[src/rtl/md_unit_if.sv]
// Bundle of the EX-stage mul/div request signals and the HI/LO result side.
// The pipeline drives the master side and md_unit sits on the slave side.
interface md_if;
    logic        Start;
    logic [2:0]  MDUOp;
    logic [31:0] A;
    logic [31:0] B;
    logic        Flush;
    logic        Busy;
    logic        Stall;
    logic        Done;
    logic [31:0] HI;
    logic [31:0] LO;

    modport master (
        output Start, MDUOp, A, B, Flush,
        input  Busy, Stall, Done, HI, LO
    );

    modport slave (
        input  Start, MDUOp, A, B, Flush,
        output Busy, Stall, Done, HI, LO
    );
endinterface

[src/rtl/md_unit.sv]
// Iterative 32-bit multiply/divide unit owning the architectural HI/LO registers.
// Runs on operand magnitudes, one shift-add or shift-subtract step per cycle, with signs applied in FIX.
module md_unit #(
    parameter int ITER = 32
) (
    input  logic clk,
    input  logic rstn,
    md_if.slave  mdu
);
    localparam logic [2:0] OP_MULT  = 3'b001;
    localparam logic [2:0] OP_MULTU = 3'b010;
    localparam logic [2:0] OP_DIV   = 3'b011;
    localparam logic [2:0] OP_DIVU  = 3'b100;
    localparam logic [2:0] OP_MTHI  = 3'b101;
    localparam logic [2:0] OP_MTLO  = 3'b110;

    typedef enum logic [1:0] {S_IDLE, S_CALC, S_FIX} state_t;

    state_t      state_q, state_d;
    logic [5:0]  cnt_q, cnt_d;
    logic        done_q, done_d;
    logic [31:0] hi_q, hi_d;
    logic [31:0] lo_q, lo_d;

    logic        mul_q, neg_q, rneg_q, div0_q;
    logic [31:0] a_q, b_q;
    logic [63:0] acc_q;

    function automatic logic [31:0] cond_neg32(input logic [31:0] v, input logic neg);
        return neg ? (~v + 32'd1) : v;
    endfunction

    function automatic logic [63:0] cond_neg64(input logic [63:0] v, input logic neg);
        return neg ? (~v + 64'd1) : v;
    endfunction

    logic is_md, is_signed, accept, last_iter;

    assign is_md     = (mdu.MDUOp >= OP_MULT) && (mdu.MDUOp <= OP_DIVU);
    assign is_signed = (mdu.MDUOp == OP_MULT) || (mdu.MDUOp == OP_DIV);
    assign accept    = (state_q == S_IDLE) && mdu.Start && !mdu.Flush;
    assign last_iter = (cnt_q == 6'(ITER - 1));

    // acc_q holds {partial, multiplier} for multiply and {remainder, dividend/quotient} for divide
    logic [32:0] mul_sum;
    logic [63:0] mul_next;
    logic [32:0] div_shift;
    logic        div_ge;
    logic [31:0] div_sub;
    logic [63:0] div_next;
    logic [63:0] prod;
    logic [31:0] quo, rem;

    always_comb begin
        mul_sum   = {1'b0, acc_q[63:32]} + (acc_q[0] ? {1'b0, b_q} : 33'd0);
        mul_next  = {mul_sum, acc_q[31:1]};
        div_shift = {acc_q[63:32], acc_q[31]};
        div_ge    = div_shift >= {1'b0, b_q};
        div_sub   = div_shift[31:0] - b_q;
        div_next  = div_ge ? {div_sub, acc_q[30:0], 1'b1}
                           : {div_shift[31:0], acc_q[30:0], 1'b0};
        prod      = cond_neg64(acc_q, neg_q);
        quo       = div0_q ? 32'hFFFF_FFFF : cond_neg32(acc_q[31:0], neg_q);
        rem       = div0_q ? a_q : cond_neg32(acc_q[63:32], rneg_q);
    end

    always_ff @(posedge clk or negedge rstn) begin
        if (!rstn) begin
            state_q <= S_IDLE;
            cnt_q   <= '0;
        end else begin
            state_q <= state_d;
            cnt_q   <= cnt_d;
        end
    end

    always_comb begin
        state_d = state_q;
        unique case (state_q)
            S_IDLE:  if (accept && is_md) state_d = S_CALC;
            S_CALC: begin
                if (mdu.Flush)     state_d = S_IDLE;
                else if (last_iter) state_d = S_FIX;
            end
            S_FIX:   state_d = S_IDLE;
            default: state_d = S_IDLE;
        endcase
    end

    always_comb begin
        cnt_d  = '0;
        done_d = 1'b0;
        hi_d   = hi_q;
        lo_d   = lo_q;
        unique case (state_q)
            S_IDLE: begin
                if (accept && mdu.MDUOp == OP_MTHI) hi_d = mdu.A;
                if (accept && mdu.MDUOp == OP_MTLO) lo_d = mdu.A;
            end
            S_CALC: cnt_d = cnt_q + 6'd1;
            S_FIX: begin
                if (!mdu.Flush) begin
                    done_d = 1'b1;
                    if (mul_q) begin
                        hi_d = prod[63:32];
                        lo_d = prod[31:0];
                    end else begin
                        hi_d = rem;
                        lo_d = quo;
                    end
                end
            end
            default: cnt_d = '0;
        endcase
    end

    always_ff @(posedge clk or negedge rstn) begin
        if (!rstn) begin
            done_q <= 1'b0;
            hi_q   <= '0;
            lo_q   <= '0;
        end else begin
            done_q <= done_d;
            hi_q   <= hi_d;
            lo_q   <= lo_d;
        end
    end

    // Operand latch and iteration datapath carry no reset; they are only read after a Start.
    always_ff @(posedge clk) begin
        if (accept && is_md) begin
            mul_q  <= (mdu.MDUOp == OP_MULT) || (mdu.MDUOp == OP_MULTU);
            neg_q  <= is_signed & (mdu.A[31] ^ mdu.B[31]);
            rneg_q <= is_signed & mdu.A[31];
            div0_q <= (mdu.B == 32'd0);
            a_q    <= mdu.A;
            b_q    <= cond_neg32(mdu.B, is_signed & mdu.B[31]);
            acc_q  <= {32'd0, cond_neg32(mdu.A, is_signed & mdu.A[31])};
        end else if (state_q == S_CALC) begin
            acc_q  <= mul_q ? mul_next : div_next;
        end
    end

    assign mdu.Busy  = (state_q != S_IDLE);
    assign mdu.Stall = mdu.Busy | (mdu.Start & is_md);
    assign mdu.Done  = done_q;
    assign mdu.HI    = hi_q;
    assign mdu.LO    = lo_q;
endmodule

[src/flat_wrapper.sv]
// flat-port wrapper written by rule: the top's interface ports become plain ports
module md_unit_flat 
#(
    parameter int ITER = 32
)
  (clk, rstn, mdu_Start, mdu_MDUOp, mdu_A, mdu_B, mdu_Flush, mdu_Busy, mdu_Stall, mdu_Done, mdu_HI, mdu_LO);
  md_if mdu_i ();
  input  logic clk;
  input  logic rstn;
  input wire logic [$bits(mdu_i.Start)-1:0] mdu_Start;
  input wire logic [$bits(mdu_i.MDUOp)-1:0] mdu_MDUOp;
  input wire logic [$bits(mdu_i.A)-1:0] mdu_A;
  input wire logic [$bits(mdu_i.B)-1:0] mdu_B;
  input wire logic [$bits(mdu_i.Flush)-1:0] mdu_Flush;
  output wire logic [$bits(mdu_i.Busy)-1:0] mdu_Busy;
  output wire logic [$bits(mdu_i.Stall)-1:0] mdu_Stall;
  output wire logic [$bits(mdu_i.Done)-1:0] mdu_Done;
  output wire logic [$bits(mdu_i.HI)-1:0] mdu_HI;
  output wire logic [$bits(mdu_i.LO)-1:0] mdu_LO;
  assign mdu_i.Start = mdu_Start;
  assign mdu_i.MDUOp = mdu_MDUOp;
  assign mdu_i.A = mdu_A;
  assign mdu_i.B = mdu_B;
  assign mdu_i.Flush = mdu_Flush;
  assign mdu_Busy = mdu_i.Busy;
  assign mdu_Stall = mdu_i.Stall;
  assign mdu_Done = mdu_i.Done;
  assign mdu_HI = mdu_i.HI;
  assign mdu_LO = mdu_i.LO;
  md_unit #(.ITER(ITER)) u_core (.clk(clk), .rstn(rstn), .mdu(mdu_i));
endmodule
[config.mk]
export PLATFORM = sky130hd
export DESIGN_NAME = md_unit_flat
export DESIGN_NICKNAME = d
export VERILOG_FILES = /design/src/rtl/md_unit_if.sv /design/src/rtl/md_unit.sv /design/src/flat_wrapper.sv
export SDC_FILE = /design/constraint.sdc
export NUM_CORES = 1
export LEC_CHECK = 0
export CORE_MARGIN = 5
export CORE_UTILIZATION = 38
export DETAILED_ROUTE_END_ITERATION = 6
export PLACE_DENSITY_LB_ADDON = 0.1
export SLEW_MARGIN = 10
export SYNTH_ARGS = -nofsm -noshare
export SYNTH_HDL_FRONTEND = slang
export SYNTH_SLANG_ARGS = --single-unit
[constraint.sdc]
create_clock -name clk -period 4.1 [get_ports clk]
set_input_delay 0.82 -clock clk [delete_from_list [all_inputs] [get_ports clk]]
set_output_delay 0.82 -clock clk [all_outputs]
set_load 0.005 [all_outputs]
# Word level (Yosys, flattened, before mapping)
# Index checks and enable logic that the tools add are counted.
[totals] register_bits=205 in_bits=71 out_inout_bits=67 elab_cells=92
[op_classes] mux=27 n_eq_ne=13 magnitude_cmp=3 reduce_logical=17 add_sub_neg=8 bitwise_logic=11
[op_table] operator="32-bit 2-to-1 mux" n=15
[op_table] operator="64-bit 2-to-1 mux" n=3
[op_table] operator="32-bit by 1-bit adder with 32-bit output (second input constant)" n=4
[op_table] operator="32-bit NOT" n=4
[op_table] operator="32-bit case mux with 2 select lines" n=2
[op_table] operator="64-bit by 1-bit adder with 64-bit output (second input constant)" n=1
[op_table] operator="64-bit NOT" n=1
[op_table] operator="32-bit by 32-bit adder with 33-bit output" n=1
[op_table] operator="33-bit by 32-bit greater-or-equal comparator with 1-bit output" n=1
[op_table] operator="32-bit zero test" n=1
[op_table] operator="32-bit subtractor" n=1
[op_table] operator="2-bit != test (second input constant)" n=4
[op_table] operator="6-bit by 1-bit adder with 6-bit output (second input constant)" n=1
[op_table] operator="3-bit by 2-bit equality test with 1-bit output (second input constant)" n=2
[op_table] operator="3-bit equality test (second input constant)" n=2
[op_table] operator="6-bit by 5-bit equality test with 1-bit output (second input constant)" n=1
[op_table] operator="1-bit logical AND" n=6
[op_table] operator="2-bit 2-to-1 mux" n=3
[op_table] operator="6-bit 2-to-1 mux" n=1
[op_table] operator="3-bit AND reduction" n=2
[op_table] operator="2-bit nonzero test" n=3
[op_table] operator="1-bit bitwise AND" n=4
[op_table] operator="2-bit case mux with 2 select lines" n=1
[op_table] operator="3-bit by 1-bit equality test with 1-bit output (second input constant)" n=1
[op_table] operator="other kinds (12)" n=14

# Depth between registers and ports, before layout
# Gate-level depths: netlist (run 1).
[logic_depth] depth_word=7 depth_mapped=14 depth_no_buf=13

# Least setup slack after synthesis (run 1)
# OpenSTA, ideal clock, no wires.
[synth_timing] path_type="in2reg" startpoint="in mdu_MDUOp[2]" endpoint="reg u_core.acc_q[27], data pin" arrival_ns=3.609 required_time_ns=3.732 setup_time_ns=0.368 path_slack_ns=0.123 n_path_buf=2 path_stages=6 path_cell_list="clkbuf_1 xnor2_1 nand2_1 inv_2 buf_1 a21oi_1"
[synth_between] elab_chain_cells=5 word_cells_on_any_way=10 cone_classes="2 x order compare; 2 x eq/ne; 2 x mux; 1 x bitwise; 3 x reduce/logical"
[synth_lines] item="start, declared" line_no="flat_wrapper.sv:11" text="input wire logic [$bits(mdu_i.MDUOp)-1:0] mdu_MDUOp;"
[synth_lines] item="3-bit by 1-bit equality test with 1-bit output or 3-bit by 2-bit equality test with 1-bit output (tied branches)" line_no="md_unit.sv:40" text="assign is_signed = (mdu.MDUOp == OP_MULT) || (mdu.MDUOp == OP_DIV);"
[synth_lines] item="1-bit logical OR" line_no="md_unit.sv:40"
[synth_lines] item="1-bit bitwise AND" line_no="md_unit.sv:138" text="acc_q <= {32'd0, cond_neg32(mdu.A, is_signed & mdu.A[31])};"
[synth_lines] item="32-bit 2-to-1 mux" line_no="md_unit.sv:30" text="return neg ? (~v + 32'd1) : v;"
[synth_lines] item="32-bit 2-to-1 mux (*)" line_no="md_unit.sv:131" text="if (accept && is_md) begin"
[synth_lines] item="end signal, assigned" line_no="md_unit.sv:138"
[synth_lines] item="end signal, assigned" line_no="md_unit.sv:140" text="acc_q <= mul_q ? mul_next : div_next;"
[synth_lines] item="end, declared" line_no="md_unit.sv:27" text="logic [63:0] acc_q;"
# Mark *: on every way between the ends. The rest lies on a longest branch, timed or not.
# A chain may end at the register's enable or synchronous reset.

# Worst setup path after layout (run 1)
[layout_timing] startpoint="reg u_core.acc_q[0]" endpoint="reg u_core.acc_q[59]"
[layout_between] elab_chain_cells=3
[layout_lines] item="32-bit 2-to-1 mux" line_no="md_unit.sv:55" text="mul_sum = {1'b0, acc_q[63:32]} + (acc_q[0] ? {1'b0, b_q} : 33'd0);"
[layout_lines] item="32-bit by 32-bit adder with 33-bit output" line_no="md_unit.sv:55"
[layout_lines] item="64-bit 2-to-1 mux" line_no="md_unit.sv:140"
# No other way between the ends.

==> results of run 1 <==
==> cell families (layout without fill, tap and decap cells) <==
| family | after synthesis | count (layout) |
|---|---|---|
| flip-flops | 205 | 205 |
| AO/OA/AOI/OAI | 641 | 641 |
| XOR/XNOR | 166 | 166 |
| adder cells (fa/ha/maj) | 71 | 71 |
| buffers and inverters | 199 | 351 |
| AND/OR/NAND/NOR | 604 | 604 |
| multiplexers | 50 | 50 |
==> layout by cell type, fill, tap and decap left out, drive strengths merged, types with 14 or more instances in the layout <==
cell type	n
a211oi	39
a21o	29
a21oi	140
a31oi	18
buf	87
clkbuf	36
clkdlybuf4s50	136
dfrtp	73
dfxtp	32
edfxtp	100
ha	69
inv	79
mux2i	41
nand2	209
nand2b	24
nand3	38
nand4	14
nor2	154
nor2b	14
nor3	36
nor4	29
o211ai	19
o21a	15
o21ai	219
o22ai	44
o31ai	29
o41ai	16
or3	22
or4	17
xnor2	97
xor2	69
==> layout make-up <==
type | count | area, µm² | share of cell area, %
multi-input combinational | 1532 | 9833 | 51.12
timing repair buffer | 223 | 2052 | 10.67
sequential | 205 | 5470 | 28.44
clock buffer | 36 | 749.5 | 3.896
tap | 539 | 674.4 | 3.506
inverter | 80 | 302.8 | 1.574
clock inverter | 12 | 155.1 | 0.8065
==> through the flow <==
| step | worst slack (ps) | cells | hold WS, ps |
|---|---|---|---|
| 4_1_cts | 385.6 | 2627 | 383.9 |
| 5_1_grt | 26.68 | 2627 | 429.6 |
| 3_3_place_gp | 439.0 | 2579 | 450.3 |
| 6_report | 288.5 | 2627 | 360.8 |
| 3_5_place_dp | 405.3 | 2579 | 456.4 |
| 2_1_floorplan | 122.7 | 1936 | 432.9 |
==> state kept, by name (all words and copies together), names as in the netlist <==
signal,count
u_core.acc_q,64
u_core.a_q,32
u_core.b_q,32
u_core.mdu.HI,32
u_core.mdu.LO,32
u_core.cnt_q,6
u_core.state_q,2
u_core.div0_q,1
u_core.mdu.Done,1
u_core.mul_q,1
u_core.neg_q,1
u_core.rneg_q,1
==> worst paths after layout <==
kind	cells past startpoint	slack (ps)	to	startpoint
setup / recovery	12	290	u_core.acc_q[59]$_SDFFE_PP0P_	u_core.acc_q[0]$_DFFE_PP_
hold / removal	1	360	u_core.mdu.HI[17]$_DFFE_PN0P_	rstn
setup reg to reg	12	290	u_core.acc_q[59]$_SDFFE_PP0P_	u_core.acc_q[0]$_DFFE_PP_
hold reg to reg	1	470	u_core.cnt_q[0]$_DFF_PN0_	u_core.cnt_q[0]$_DFF_PN0_
max in group asynchronous	2	2940	u_core.mdu.HI[16]$_DFFE_PN0P_	rstn
min in group clk	1	470	u_core.cnt_q[0]$_DFF_PN0_	u_core.cnt_q[0]$_DFF_PN0_
==> power breakdown <==
group          internal [mW]  total (mW)  switching (mW)
sequential              2.57        3.05           0.476
combinational           2.41        5.63            3.22
clock                   1.52        2.48           0.957
==> per-layer routing <==
metal / GRT usage (%) / vias to the layer above / wire length [µm]
met5: 0 / - / 0
met4: 5.078 / 0 / 1182
met3: 3.672 / 76 / 3686
met2: 38.88 / 484 / 26880
met1: 35.50 / 7462 / 27590
li1: - / 7369 / -
==> impl_metrics.py, run 1 <==
metrics = {
    "global_routing": {
        "grt_pass1_wl_um": 90510,
        "track_usage_pct": 24.44,
        "grt_antenna_before_repair": 1,
        "grt_pass1_vias": 14910,
        "grt_start_max_net_pins": 131,
        "overflow": 0,
    },
    "clock_network": {
        "cts_hold_buf": 0,
        "insertion_delay_ps": 560,
        "cts-root-buf": "clkbuf_16",
        "cts-resized-gates": 0,
        "postCtsSetupBuffers": 0,
        "cts_tree": "done",
        "cts.path.max_buffers": 3,
        "numCtsBuffers": 27,
        "clk_pin_slew_ps": 60,
        "cts.sinks": 205,
        "htreeDepth": 1,
    },
    "timing": {
        "grt_setup_unrepaired": "false",
        "fmax_mhz": 262.4,
        "clock_skew_ps": 20.63,
        "hold_viol": 0,
        "timing.final.crit_share_pct": 92.96,
        "tightest_slew_ps": 978.0,
        "slew_violations": 0,
        "post-route-min-period_ps": 3812,
        "finalSetupViolations": 0,
        "relSlewSlack_pct": 34.80,
        "finalSetupTns_ps": 0,
    },
    "job": {
        "cap_violations": 0,
    },
    "logic_synthesis": {
        "synth_nets": 2078,
        "syn_area_per_cell_um2": 8.289,
        "synth-compound-area-share_pct": 24.89,
        "synth_adder_area_share_pct": 5.629,
        "synth_xor_area_share_pct": 9.060,
        "synthCells": 1936,
        "ys_types": 87,
        "yosys.area_share.simple_pct": 18.31,
        "synth-seq-area-share_pct": 34.09,
        "synth_common_cells": "o21ai_0 (213), nand2_1 (209), nor2_1 (151)",
        "ys_ff_latch": 205,
        "synth_top_family_by_area": "compound AO/OA/AOI/OAI gates",
        "synth-async-reset-ratio_pct": 35.61,
        "synthesis.area_um2": 16050,
        "synth_most_common_cell": "o21ai_0",
        "synthTopCellsByArea": "edfxtp_1 (19%), dfrtp_1 (11%), o21ai_0 (6.6%), ha_1 (5.4%), xnor2_1 (5.3%)",
        "yosys_warnings": 0,
        "synth_top_area_cell": "edfxtp_1",
        "post-synth-top-area-fraction_pct": 18.71,
        "synth_mux_area_share_pct": 3.189,
        "synth_edf_count": 100,
        "synth_ff_type": "edfxtp_1",
    },
    "worst_hold_path": {
        "hp-class": "primary input to asynchronous set/reset pin",
    },
    "power": {
        "power_density_nw_per_um2": 579.7,
        "power.total_mw": 11.15,
        "power.leakage_nw": 7.578,
        "max-vdd-ir-drop_uv": 278.7,
    },
    "setup_path": {
        "crit_family": "compound AO/OA/AOI/OAI gates",
        "cp_max_fo": 5,
        "crit_buf_inv": 0,
        "slowest_stage": "a2111oi_0",
        "end_kind": "flop",
        "startpoint_type": "flop",
        "crit_chain": "and2_1 > ha_1 > fa_1 > a21oi_1 > o21ai_0 > a2111oi_0 > o21a_1 > nor4b_1 > o41ai_1 > mux2i_1 > nand2_1 > a31oi_1",
        "critPathArrivalTime_ps": 4280,
        "crit_type": "flop to flop",
        "required_ps": 4570,
        "cp_slowest_stage_delay_ps": 640,
    },
    "placement": {
        "portBuffers": 137,
        "placed_cell_area_um2": 18330,
        "dpl.hpwl_um": 43860,
        "globalplace.congestion": 0.9023,
    },
    "drt": {
        "drt_wl_total_um": 59340,
        "drt.antenna.violating_nets": 0,
        "firstDrtPassIters": 6,
        "via_per_inst": 5.859,
        "drc_errors": 0,
        "drt_iter0_markers": 1316,
        "vias": 15391,
        "routedWlPerCell_um": 22.59,
    },
    "floorplan": {
        "die_h_um": 215.5,
        "rows": 75,
        "start_util_pct": 38.34,
        "die_width_um": 215.5,
        "boundaryPins": 138,
        "core_area_um2": 41850,
        "die-area_um2": 46440,
    },
    "cells_and_area": {
        "nFillCells": 4134,
        "stdcell_area_um2": 19240,
        "syn_to_final_growth_pct": 19.87,
        "final_core_util_pct": 45.96,
        "fin_nets": 2211,
        "diodes": 0,
        "drive_gt1_share_pct": 8.669,
    },
    "status": {
        "status": "completed",
    },
}
(Power assumes the default switching activity.)
==> run 2, diff against run 1 <==
--- a/config.mk
+++ b/config.mk
@@ -7,2 +7,3 @@
 export LEC_CHECK = 0
+export CORE_ASPECT_RATIO = 0.9
 export CORE_MARGIN = 5
==> constraint.sdc (replaced) <==
create_clock -name clk -period 4.1 [get_ports clk]
set_input_delay 1.23 -clock clk [delete_from_list [all_inputs] [get_ports clk]]
set_output_delay 1.23 -clock clk [all_outputs]
set_load 0.005 [all_outputs]
==> run 2 against run 1 <==
Effect of this change: utilization hardly changed; setup slack worse by 230 ps; hold slack better by 99 ps; clock power is 2% lower; sequential power is 3% higher; cell count is 0.23% higher; non-clock buffer count is 4 lower; global-route usage is 0.42 points lower; first-iteration DRC count is 7.2% higher; combinational power is 4.1% lower; flip-flop and latch count stayed put; critical endpoint is now mdu_Stall; largest power group unchanged.
==> impl_metrics.py, run 2 (synthesis gave the netlist of run 1 again) <==
metrics = {
    "setup_path": {
        "crit_family": "buffers and inverters",
        "crit_top_cell": "clkdlybuf4s50_1",
        "cp_max_fo": 2,
        "critPathArrivalTime_ps": 2810,
        "required_ps": 2870,
        "cp_slowest_stage_delay_ps": 490,
        "crit_type": "primary input to primary output",
        "startpoint_type": "primary input",
        "crit_buf_inv": 3,
        "crit_chain": "clkdlybuf4s50_1 > nor2_1 > xnor2_1 > buf_4 > a21o_1 > clkdlybuf4s50_1",
        "slowest_stage": "clkdlybuf4s50_1",
        "end_kind": "primary output",
    },
    "drt": {
        "drt_iter0_markers": 1411,
        "drt.antenna.violating_nets": 0,
        "routedWlPerCell_um": 21.69,
        "drt_wl_total_um": 57100,
        "vias": 15416,
        "via_per_inst": 5.855,
        "firstDrtPassIters": 5,
        "drc_errors": 0,
    },
    "floorplan": {
        "boundaryPins": 138,
        "start_util_pct": 38.44,
        "core_area_um2": 41750,
        "die_width_um": 226.6,
        "die_h_um": 205.0,
        "rows": 71,
        "die-area_um2": 46450,
    },
    "power": {
        "power.total_mw": 10.97,
        "power.switching_mw": 4.618,
        "pwr-share-clk_pct": 22.1,
        "max-vdd-ir-drop_uv": 289.7,
        "sw_frac_of_total_pct": 42.09,
        "p_seq_share_pct": 28.7,
        "comb_power_share_pct": 49.2,
        "power_density_nw_per_um2": 571.1,
        "power.leakage_nw": 7.554,
        "p_int_mw": 6.353,
    },
    "clock_network": {
        "clk_pin_slew_ps": 60,
        "cts.sinks": 205,
        "insertion_delay_ps": 560,
        "cts-resized-gates": 0,
        "cts-root-buf": "clkbuf_16",
        "cts.path.max_buffers": 3,
        "cts_hold_buf": 0,
        "postCtsSetupBuffers": 0,
        "cts_tree": "done",
        "numCtsBuffers": 27,
        "htreeDepth": 1,
    },
    "global_routing": {
        "track_usage_pct": 24.02,
        "grt_antenna_before_repair": 1,
        "top_usage_layer": "met1",
        "grt_pass1_wl_um": 88350,
        "grt_pass1_vias": 14879,
        "use_met3_pct": 4.356,
        "grt_start_max_net_pins": 131,
        "grtUsageMet2_pct": 35.60,
        "globalRouteMet1Util_pct": 35.86,
        "overflow": 0,
    },
    "cells_and_area": {
        "syn_to_final_growth_pct": 19.71,
        "layout_commonest_cell": "o21ai_0",
        "top_register": "u_core.acc_q",
        "stdcell_area_um2": 19210,
        "largest_reg_flops": 64,
        "drive_gt1_share_pct": 8.533,
        "most-common-layout-cells": "o21ai_0 (213), nand2_1 (209), nor2_1 (150), a21oi_1 (140), clkdlybuf4s50_1 (136)",
        "diodes": 0,
        "fin_nets": 2207,
        "nFillCells": 4137,
        "final_core_util_pct": 46.01,
    },
    "worst_hold_path": {
        "hp-class": "flop to flop",
    },
    "placement": {
        "detailedPlace.worstSlack_ps": 32.06,
        "portBuffers": 137,
        "placed_cell_area_um2": 18330,
        "globalplace.congestion": 0.8881,
        "dpl.hpwl_um": 41770,
    },
    "timing": {
        "hold_viol": 0,
        "tightest_slew_ps": 1031,
        "slew_violations": 0,
        "grt_setup_unrepaired": "false",
        "relSlewSlack_pct": 31.24,
        "timing.final.crit_share_pct": 98.55,
        "finalSetupViolations": 0,
        "clock_skew_ps": 14.32,
        "fmax_mhz": 247.5,
        "finalSetupTns_ps": 0,
        "fin_ws_ps": 59.56,
        "post-route-min-period_ps": 4040,
    },
    "job": {
        "cap_violations": 0,
    },
    "status": {
        "status": "completed",
    },
}
-- run 2: cell types whose count changed in the layout (fill, tap and decap cells not counted), sizes merged --
cell	change
inv	+2
clkinv	+1
buf	-4
bufinv	-1
-- run 2: area by class of cell --
type | count | area (µm²) | area share (%)
Tap cell | 547 | 684.4 | 3.563
Sequential cell | 205 | 5470 | 28.47
Clock inverter | 14 | 156.4 | 0.8141
Clock buffer | 36 | 729.5 | 3.797
Timing Repair Buffer | 219 | 2034 | 10.59
Multi-Input combinational cell | 1532 | 9833 | 51.19
Inverter | 80 | 302.8 | 1.576
-- run 2: worst register-to-register path: stages, from the launching register on --
cell	delay, ps
edfxtp_1	430
inv_1	290
ha_1	260
inv_1	60
fa_1	410
a21o_1	210
a221oi_1	370
o211a_1	250
o211ai_1	180
a31o_2	310
a311oi_2	390
buf_4	190
a211oi_1	80
xnor2_1	160
a21oi_1	80
-- run 2: power groups by stage --
stage	registers (mW)	logic (mW)	clock network, mW
after floorplan	2.94	3.65	0
after global placement	3.17	5.31	0
after detailed placement	3.18	5.32	0
after CTS	3.14	5.35	2.46
after global routing	3.20	5.94	2.56
final	3.15	5.40	2.42
-- run 2: worst paths after layout --
kind / from / end / slack [ps] / cells after the start
min: u_core.cnt_q[0]$_DFF_PN0_ / u_core.cnt_q[0]$_DFF_PN0_ / 460 / 1
max: mdu_MDUOp[1] / mdu_Stall / 60 / 6
min reg2reg: u_core.cnt_q[0]$_DFF_PN0_ / u_core.cnt_q[0]$_DFF_PN0_ / 460 / 1
min in group asynchronous: rstn / u_core.mdu.HI[22]$_DFFE_PN0P_ / 840 / 1
max reg2reg: u_core.acc_q[31]$_DFFE_PP_ / u_core.acc_q[58]$_SDFFE_PP0P_ / 310 / 14
max in group asynchronous: rstn / u_core.cnt_q[4]$_DFF_PN0_ / 2570 / 1
-- run 2: routing by layer --
layer	routed length (µm)	vias up
met3	4126	90
met2	24330	530
li1	-	7366
met4	1721	2
met1	26910	7428
met5	7	-
-- run 2: stage by stage --
step | hold slack [ps] | std cells
final | 460.1 | 2633
after global routing | 497.9 | 2633
after CTS | 465.7 | 2633
after detailed placement | 457.7 | 2583
after global placement | 447.8 | 2583
after floorplan | 432.9 | 1936
==> variant, RTL diff (settings of run 1) <==
Make the reset (`rstn`) synchronous in 2 clocked blocks.
--- a/src/rtl/md_unit.sv
+++ b/src/rtl/md_unit.sv
@@ -64,7 +64,7 @@
         rem       = div0_q ? a_q : cond_neg32(acc_q[63:32], rneg_q);
     end
 
-    always_ff @(posedge clk or negedge rstn) begin
+    always_ff @(posedge clk) begin
         if (!rstn) begin
             state_q <= S_IDLE;
             cnt_q   <= '0;
@@ -114,7 +114,7 @@
         endcase
     end
 
-    always_ff @(posedge clk or negedge rstn) begin
+    always_ff @(posedge clk) begin
         if (!rstn) begin
             done_q <= 1'b0;
             hi_q   <= '0;
Formal check against the unedited RTL: differs if rstn is asserted again (counterexample within 4 cycles, from zero or initial values and one cycle with rstn low); with rstn held inactive, the same outputs for 4 cycles.
==> variant against run 1 <==
- clock skew grew 0.0019 ns
- setup slack gained 0.039 ns
- wire length grew 1.5%
- sequential cell count is the same
- combinational power shrank 44%
- total power shrank 26%
- critical path depth shrank 3
- cell area shrank 1.1%
- highest routed layer unchanged
- synthesized area shrank 1.1%
- via count grew 3.4%
- synthesized cell count grew 1.4%
==> variant: results (changes against run 1) <==
storage element area = 5100 sq um (was 5470 sq um)
reg2reg end = u_core.mdu.HI[14] (was u_core.acc_q[59])
TritonCTS buffer count = 26 (was 27)
WP data arrival = 4.20 ns (was 4.28 ns)
fillcell total = 4158 (was 4134)
CP peak stage delay = 0.61 ns (was 0.64 ns)
top cells by area, synth = edfxtp_1 19%, dfxtp_1 13%, ha_1 5.4% (was edfxtp_1 19%, dfrtp_1 11%, o21ai_0 6.6%)
# diodes = 1 (was 0)
Final Wtd Congestion = 0.944 (was 0.902)
initial antenna violation count = 3 (was 1)
Final non-clock buffer share = 10.3% (was 10.7%)
Hold WS = 0.453 ns (was 0.361 ns)
placed cells = 2585 (was 2579)
largest net degree at the start of global routing = 129 (was 131)
Power Combinational = 0.00316 W (was 0.00563 W)
first-pass GRT wire length = 91800 microns (was 90500 microns)
layout cells sized above 1 = 7.52% (was 8.67%)
clock-cell share of area = 5.05% (was 4.70%)
M2 GR Usage = 41.5% (was 38.9%)
post-DP HPWL = 44900 microns (was 43900 microns)
drt total wl = 60200 microns (was 59300 microns)
nonclk inv count = 64 (was 80)
multi-input combinational area share = 53.0% (was 51.1%)
syn_nets = 2106 (was 2078)
Slowest-stage cell, CP = o41ai_2 (was a2111oi_0)
Met2 Wirelength = 28000 microns (was 26900 microns)
via count = 15.9k (was 15.4k)
post-synth cell types = 84 (was 87)
Reg power frac = 31.7% (was 27.3%)
dpl cell area = 18000 sq um (was 18300 sq um)
cells on worst reg2reg path = 9 (was 12)
Hold/Removal Path Class = reg2reg (was in2async)
M1 GR Usage = 34.9% (was 35.5%)
top_reg_cell synth = dfxtp_1 (was edfxtp_1)
met1 WL = 27000 microns (was 27600 microns)
Crit Path Max Fanout = 13 (was 5)
#MultiIn Comb = 1571 (was 1532)
met3 GRT Util = 2.85% (was 3.67%)
status = completed (unchanged)
wire per inst = 22.9 microns (was 22.6 microns)
variant: cell count changes after synthesis, moves of 31 or more:
cell / delta
a21oi_1: +31
dfrtp_1: -73
o21ai_0: -51
o22ai_1: -35
dfxtp_1: +73
o221ai_1: +40
variant: cells by family after synthesis:
family / synth area share [%]
AO/OA/AOI/OAI: 26.7
XOR/XNOR: 9.00
adder cells (fa/ha/maj): 5.69
buffers and inverters: 4.53
flip-flops: 32.2
multiplexers: 3.08
AND/OR/NAND/NOR: 18.8
variant: worst max path at each step:
stage	endpoint	slack [ns]	cells past startpoint
after floorplan	u_core.acc_q[27]	0.26	6
after global placement	u_core.mdu.HI[14]	0.29	9
after detailed placement	u_core.b_q[28]	0.22	10
after CTS	u_core.mdu.HI[14]	0.20	9
after global routing	u_core.mdu.HI[24]	0.1	10
final	u_core.mdu.HI[14]	0.33	9
